## src/rtl/spwm_modulator.sv

```systemverilog
// Three-phase sine-triangle PWM modulator: shared symmetric carrier, regular-sampled
// references and an independent dead-time FSM per inverter leg.

module spwm_leg #(
  parameter int unsigned DEAD_CYCLES = 8
) (
  input  logic       clk,
  input  logic       rst,
  input  logic       enable_i,
  input  logic       raw_i,
  output logic       hi_o,
  output logic       lo_o,
  output logic [1:0] state_o
);

  typedef enum logic [1:0] {
    IDLE = 2'd0,
    DEAD = 2'd1,
    HIGH = 2'd2,
    LOW  = 2'd3
  } leg_state_e;

  localparam logic [7:0] CNT_RELOAD = 8'(DEAD_CYCLES - 1);

  leg_state_e state_q, state_d;
  logic       target_q, target_d;
  logic [7:0] cnt_q, cnt_d;
  logic       hi_q, lo_q;

  always_ff @(posedge clk or posedge rst) begin
    if (rst) begin
      state_q  <= IDLE;
      target_q <= 1'b0;
      cnt_q    <= 8'd0;
      hi_q     <= 1'b0;
      lo_q     <= 1'b0;
    end else begin
      state_q  <= state_d;
      target_q <= target_d;
      cnt_q    <= cnt_d;
      // Gate flops are loaded from the same next state, so hi and lo can never both be set.
      hi_q     <= (state_d == HIGH);
      lo_q     <= (state_d == LOW);
    end
  end

  always_comb begin
    state_d  = state_q;
    target_d = target_q;
    cnt_d    = cnt_q;
    if (!enable_i) begin
      state_d = IDLE;
    end else begin
      case (state_q)
        IDLE: begin
          state_d  = DEAD;
          target_d = raw_i;
          cnt_d    = CNT_RELOAD;
        end
        DEAD: begin
          // A demand change inside the dead band restarts it, swallowing narrow pulses.
          if (raw_i != target_q) begin
            target_d = raw_i;
            cnt_d    = CNT_RELOAD;
          end else if (cnt_q == 8'd0) begin
            state_d = target_q ? HIGH : LOW;
          end else begin
            cnt_d = cnt_q - 8'd1;
          end
        end
        HIGH: begin
          if (!raw_i) begin
            state_d  = DEAD;
            target_d = 1'b0;
            cnt_d    = CNT_RELOAD;
          end
        end
        LOW: begin
          if (raw_i) begin
            state_d  = DEAD;
            target_d = 1'b1;
            cnt_d    = CNT_RELOAD;
          end
        end
        default: state_d = IDLE;
      endcase
    end
  end

  assign hi_o    = hi_q;
  assign lo_o    = lo_q;
  assign state_o = state_q;

endmodule

module spwm_modulator #(
  parameter int unsigned DEAD_CYCLES = 8
) (
  input  logic       clk,
  input  logic       rst,
  input  logic       enable,
  input  logic [7:0] mod_a,
  input  logic [7:0] mod_b,
  input  logic [7:0] mod_c,
  output logic [7:0] carrier,
  output logic       sync,
  output logic       a_hi,
  output logic       a_lo,
  output logic       b_hi,
  output logic       b_lo,
  output logic       c_hi,
  output logic       c_lo,
  output logic [5:0] dbg_state_o
);

  logic [7:0] carrier_q, carrier_d;
  logic       dir_down_q, dir_down_d;
  logic [7:0] ref_a_q, ref_b_q, ref_c_q;
  logic       sync_q;
  logic       at_valley;
  logic       raw_a, raw_b, raw_c;
  logic [1:0] st_a, st_b, st_c;

  assign at_valley = (carrier_q == 8'd0);

  // Triangle 0..255..1 with each peak value visited once: 510-cycle period.
  always_comb begin
    carrier_d  = carrier_q;
    dir_down_d = dir_down_q;
    if (!dir_down_q) begin
      if (carrier_q == 8'd255) begin
        carrier_d  = 8'd254;
        dir_down_d = 1'b1;
      end else begin
        carrier_d = carrier_q + 8'd1;
      end
    end else begin
      if (carrier_q == 8'd0) begin
        carrier_d  = 8'd1;
        dir_down_d = 1'b0;
      end else begin
        carrier_d = carrier_q - 8'd1;
      end
    end
  end

  always_ff @(posedge clk or posedge rst) begin
    if (rst) begin
      carrier_q  <= 8'd0;
      dir_down_q <= 1'b0;
      ref_a_q    <= 8'd0;
      ref_b_q    <= 8'd0;
      ref_c_q    <= 8'd0;
      sync_q     <= 1'b0;
    end else begin
      carrier_q  <= carrier_d;
      dir_down_q <= dir_down_d;
      sync_q     <= at_valley;
      // Regular symmetric sampling: references only move at the carrier valley.
      if (at_valley) begin
        ref_a_q <= mod_a;
        ref_b_q <= mod_b;
        ref_c_q <= mod_c;
      end
    end
  end

  assign raw_a = (ref_a_q > carrier_q);
  assign raw_b = (ref_b_q > carrier_q);
  assign raw_c = (ref_c_q > carrier_q);

  spwm_leg #(.DEAD_CYCLES(DEAD_CYCLES)) u_leg_a (
    .clk      (clk),
    .rst      (rst),
    .enable_i (enable),
    .raw_i    (raw_a),
    .hi_o     (a_hi),
    .lo_o     (a_lo),
    .state_o  (st_a)
  );

  spwm_leg #(.DEAD_CYCLES(DEAD_CYCLES)) u_leg_b (
    .clk      (clk),
    .rst      (rst),
    .enable_i (enable),
    .raw_i    (raw_b),
    .hi_o     (b_hi),
    .lo_o     (b_lo),
    .state_o  (st_b)
  );

  spwm_leg #(.DEAD_CYCLES(DEAD_CYCLES)) u_leg_c (
    .clk      (clk),
    .rst      (rst),
    .enable_i (enable),
    .raw_i    (raw_c),
    .hi_o     (c_hi),
    .lo_o     (c_lo),
    .state_o  (st_c)
  );

  assign carrier     = carrier_q;
  assign sync        = sync_q;
  assign dbg_state_o = {st_c, st_b, st_a};

endmodule

```

## config.mk

```make
export PLATFORM = sky130hd
export DESIGN_NAME = spwm_modulator
export DESIGN_NICKNAME = d
export VERILOG_FILES = /design/src/rtl/spwm_modulator.sv
export SDC_FILE = /design/constraint.sdc
export NUM_CORES = 1
export LEC_CHECK = 0
export CORE_ASPECT_RATIO = 1.4
export CORE_UTILIZATION = 61
export DETAILED_ROUTE_END_ITERATION = 7
export HOLD_SLACK_MARGIN = 0.02
export PLACE_DENSITY = 0.9
export SLEW_MARGIN = 10
export SYNTH_ARGS = -nofsm -noshare
export SYNTH_HDL_FRONTEND = slang
export SYNTH_SLANG_ARGS = --single-unit
```

## constraint.sdc

```tcl
create_clock -name clk -period 5.9 [get_ports clk]
set_clock_uncertainty 0.15 [all_clocks]
set_input_delay 1.18 -clock clk [delete_from_list [all_inputs] [get_ports clk]]
set_output_delay 1.18 -clock clk [all_outputs]
set_load 0.03 [all_outputs]
```

# Yosys cells after proc, flatten, opt, wreduce, memory -nomap -nowiden
# Index checks and enable logic that the tools add are counted.
[classes]
shifts = 0
multipliers = 0
n_div = 0
reduce_logical = 13
n_eq_ne = 31
order_cmp = 3
add_sub_neg = 5
mux = 54
bitwise_logic = 0
[op_table]
columns = ["cell", "n"]
rows = [
  ["two-way mux 8 bit", 15],
  ["one-hot mux 8 bit (4 select lines)", 3],
  ["logical NOT 8 bit", 4],
  ["subtractor 8 x 1 -> 8 bit (second input constant)", 4],
  ["two-way mux 2 bit", 15],
  ["== test 2 bit (second input constant)", 12],
  ["greater-than comparator 8 bit", 3],
  ["one-hot mux 2 bit (4 select lines)", 3],
  ["AND reduction 4 bit", 6],
  ["two-way mux 1 bit", 15],
  ["!= test 2 x 1 -> 1 bit (second input constant)", 6],
  ["one-hot mux 1 bit (4 select lines)", 3],
  ["!= test 3 x 2 -> 1 bit (second input constant)", 3],
  ["adder 8 x 1 -> 8 bit (second input constant)", 1],
  ["== test 8 bit (second input constant)", 1],
  ["== test 2 x 1 -> 1 bit (second input constant)", 3],
  ["logical NOT 2 bit", 3],
  ["!= test 2 bit (second input constant)", 3],
  ["!= test 1 bit", 3],
]
[totals]
elab_cells = 127
mem_count = 0
mem_bits_ro = 0
regBits = 73
latch_bits = 0
mem_bits_rw = 0

# Longest topological paths before layout
[depth]
word_depth = 6
ltp_mapped = 11
mapped_depth_nobuf = 9

# Modules after synthesis
# From an unflattened synthesis, not the netlist that was laid out.
[unflattened]
hier_cells = 484
area_unflattened_um2 = 4450.5
[modules_own_cells]
columns = ["module", "n_inst", "cells_per_inst", "area_per_inst_um2", "seq_area_each_um2"]
rows = [
  ["spwm_leg", 3, 81, 784.5, 325.3],
  ["spwm_modulator", 1, 241, 2097.0, 850.8],
]

# Worst setup path after synthesis
# OpenSTA, ideal clock, no wires.
[synth_timing]
kind = "reg2reg"
startpoint = "reg carrier_q[5] (netlist: carrier[5])"
endpoint = "reg u_leg_b.cnt_q[5]"
path_stages_with_launch = 11
path_slack_ps = 2992
t_arrival_ps = 2632
n_path_buf = 1
synth_period_minus_slack_ps = 2908
path_cell_list = "dfrtp_1 -> inv_1 -> ha_1 -> a211oi_1 -> nor2_1 -> nor4bb_1 -> or2_2 -> clkbuf_1 -> mux2_2 -> nand3_4 -> a221o_1"
[synth_between]
elab_chain_cells = 4
elab_cells_between_ends = 8
[synth_lines]
columns = ["element", "line", "text"]
rows = [
  ["start: declaration", "116", "logic [7:0] carrier_q, carrier_d;"],
  ["start signal: assignment", "156", "carrier_q <= carrier_d;"],
  ["greater-than comparator 8 bit (*)", "169", "assign raw_b = (ref_b_q > carrier_q);"],
  ["!= test 1 bit", "62", "if (raw_i != target_q) begin"],
  ["!= test 3 x 2 -> 1 bit (no source line) or two-way mux 8 bit (tied branches)", "n/a", ""],
  ["AND reduction 4 bit (no source line) or one-hot mux 8 bit (4 select lines) (tied branches)", "n/a", ""],
  ["end signal: assignment", "40", "cnt_q <= cnt_d;"],
  ["end: declaration", "27", "logic [7:0] cnt_q, cnt_d;"],
]
# Every way passes the cells marked *; elsewhere a longest branch is shown, timed or not.
# A chain may end at the register's enable or synchronous reset.

# Worst setup path after layout
[layout_timing]
startpoint = "reg carrier_q[5] (netlist: carrier[5])"
endpoint = "reg u_leg_b.cnt_q[7]"
# Same word-level chain as after synthesis.

==> out/summary.txt <==
Worst IR Drop VDD = 0.189 mV
Clock sink count = 73
Starting DRT DRC Count = 231
Max-slew violations = 0
Total GRT Usage = 0.291
Crit path kind = register to register
Average wire per standard cell = 15.9 um
IO Count = 48
CORE AREA = 6570 um^2
CP top delay family = compound AO/OA/AOI/OAI gates
Area Growth Syn to Fin = 17.8%
Count leader, synth = nand2_1
Number of max-cap violations = 0
Critical Path, Cell by Cell = inv_1 > ha_1 > a211oi_1 > nor2_1 > nor4bb_1 > o21ai_0 > a21oi_1 > nand2b_1 > a41oi_1
Crit path DAT = 3.60 ns
Final Cell Area = 4890 um^2
DP Cell Count = 582
RSZ-0062 raised after global routing = false
Number of flops mapped to enable cells by yosys = 0
Final min period = 3.49 ns
Clk buf depth = 2
Syn avg cell area = 8.85 um^2
Highest clock rate = 0.287 GHz
Post-synthesis register bit count = 73
Final std cells w/o fill = 597
Multiplexer area fraction after synthesis = 0.0211
Mapped Area = 4150 um^2
Fraction of layout cells with a size suffix above 1 = 0.0459
GRT overflow = 0
Complex-gate fraction of the synthesized area = 0.153
Nets@finish = 576
Worst setup SP type = register
Ys async rst share = 1.00
Area share of the largest cell type after synthesis = 0.440
Commonest cells in the netlist = 96 x nand2_1, 73 x dfrtp_1, 34 x inv_1, 30 x ha_1, 29 x nor2_1
Synth area leader = dfrtp_1
Vias = 3660
Register Area = 1830 um^2
Vias/cell = 6.13
CTS tree = built
Routed Antenna Nets = 0
Global-route wire length before repair = 16.1 mm
Yosys warns = 0
Die Y = 99.6 um
Antenna violations before repair = 0
Top post-synthesis cells by area = dfrtp_1 44%, ha_1 9.0%, nand2_1 8.7%
Mapped Nets = 526
CTS-repair resized insts = 0
Multi-input gate area = 2150 um^2
ANT cells = 0
DRC viols = 0
Synth Area in Simple Gates = 0.255
Slowest-stage cell, CP = a21oi_1
Worst rel slew slack = 0.345
Worst-Skew Late Latency = 0.36 ns
CP Capture Type = register
Fillers = 456
Largest net degree at the start of global routing = 48
Largest family of logic cells by synthesized area = simple AND/OR/NAND/NOR gates
Post-synth top flop = dfrtp_1
Setup violators final = 0
Initial core utilization = 0.632
CTS buffer count = 9
Count of different cell masters after synthesis = 52
Post-layout util = 0.744
Xor/xnor share of the synthesized area = 0
# hold bufs at CTS = 0
Status = complete, no violations
Vias in the first global route = 3599
Gate Count Post-Synth = 469
Adder-Cell Fraction of Synth Area = 0.0905
Fin. Hold Viols = 0
Drt pass-1 iters = 4
Register area share after synthesis = 0.440
Critical Path Fanout Max = 10
Root buf cell = clkbuf_8
Routed Wire Length = 9.47 mm
Leak = 2.27 nW
Final setup TNS = 0 ns
PwrDens = 223 nW/um^2
Clk pin slew, worst setup/hold paths = 0.08 ns
WP buf/inv = 1
Dpl ws = 2.25 ns
Post-CTS Setup Inserts = 0
Least-Margin Pin Slew = 0.955 ns
Hold Crit Class = register to register
Final period util = 0.591
Dpl cell area = 4690 um^2
Largest stage delay on the critical path = 0.62 ns
Total die area = 7140 um^2
Gpl congestion = 0.892
H-Tree Depth = 3
Setup ws final = 2.41 ns
Worst Path Required = 6.02 ns
IO buf count = 47
Die W = 71.7 um
Cell Rows = 35
Hpwl dp = 6.98 mm
-- final cells by class --
| type | instances | area share |
|---|---|---|
| multi-input combinational | 351 | 0.440 |
| sequential | 73 | 0.374 |
| timing repair buffer | 50 | 0.101 |
| clock buffer | 12 | 0.0317 |
| inverter | 34 | 0.0261 |
| tap | 74 | 0.0189 |
| clock inverter | 3 | 0.00819 |
-- placed cells by master (no fill, tap or decap), drive strengths merged, types with 3 or more instances in the layout --
cell | synthesis | final
a211oi | 4 | 4
nor4 | 6 | 6
or3 | 8 | 8
ha | 30 | 30
nand4 | 9 | 9
a211o | 4 | 4
dfrtp | 73 | 73
a21o | 4 | 4
nand2b | 7 | 7
nor2 | 29 | 29
and2 | 5 | 5
mux2 | 3 | 3
nand3 | 10 | 10
inv | 34 | 34
nor4b | 4 | 4
a221o | 5 | 5
nand3b | 3 | 3
o211ai | 7 | 7
o21ai | 24 | 24
a21oi | 27 | 27
buf | 1 | 3
mux2i | 5 | 5
clkbuf | 10 | 12
nor2b | 8 | 8
and3 | 8 | 8
nor3 | 14 | 14
clkdlybuf4s50 | 0 | 47
o221ai | 3 | 3
nand2 | 96 | 96
-- path summary, 6_finish.rpt --
check                                       start  cells past startpoint                            to  slack [ns]
min reg2reg                ref_b_q[6]$_DFFE_PP0P_                      2        ref_b_q[6]$_DFFE_PP0P_        0.34
max reg2reg                  carrier[5]$_DFF_PP0_                      9  u_leg_b.cnt_q[7]$_DFFE_PP0P_        2.41
min in group asynchronous                     rst                      2  u_leg_b.cnt_q[4]$_DFFE_PP0P_        1.21
max                          carrier[5]$_DFF_PP0_                      9  u_leg_b.cnt_q[7]$_DFFE_PP0P_        2.41
min                        ref_b_q[6]$_DFFE_PP0P_                      2        ref_b_q[6]$_DFFE_PP0P_        0.34
max in group asynchronous                     rst                      3          carrier[5]$_DFF_PP0_        3.48
-- flip-flops by register name, summed over array words and instances (netlist names), 2 cells and up --
signal and count:
u_leg_a.state_o 2, u_leg_b.cnt_q 8, ref_a_q 8, ref_c_q 8
u_leg_b.state_o 2, ref_b_q 8, u_leg_c.cnt_q 8, u_leg_a.cnt_q 8
carrier 8, u_leg_c.state_o 2
-- metal layers --
layer / vias to the layer above / part of all wire / track usage
li1: 1759 / - / -
met1: 1756 / 0.41 / 0.356
met2: 111 / 0.52 / 0.478
met3: 34 / 0.034 / 0.0486
met4: 0 / 0.041 / 0.176
met5: - / 0 / 0
-- cells by family after synthesis --
logic type,after synthesis
compound gates,97
fa+ha+maj,30
buf+inv,45
flops,73
mux,8
simple gates,216
-- metrics by stage --
stage          total power, mW  hold slack, ns
6_report                  1.09           0.337
5_1_grt                   1.14           0.353
4_1_cts                   1.09           0.336
3_5_place_dp             0.704           0.317
3_3_place_gp             0.694           0.313
2_1_floorplan            0.653           0.300
-- tightest hold or removal path: cells and delay by family (launching register included) --
kind / cells / cell delay, ns
flops: 1 / 0.35
simple gates: 2 / 0.11
-- report_power, final --
part,internal [mW],switching [mW],total [mW]
logic,0.0623,0.0787,0.141
registers,0.529,0.0257,0.554
clock network,0.215,0.178,0.393
(Power assumes the default switching activity.)
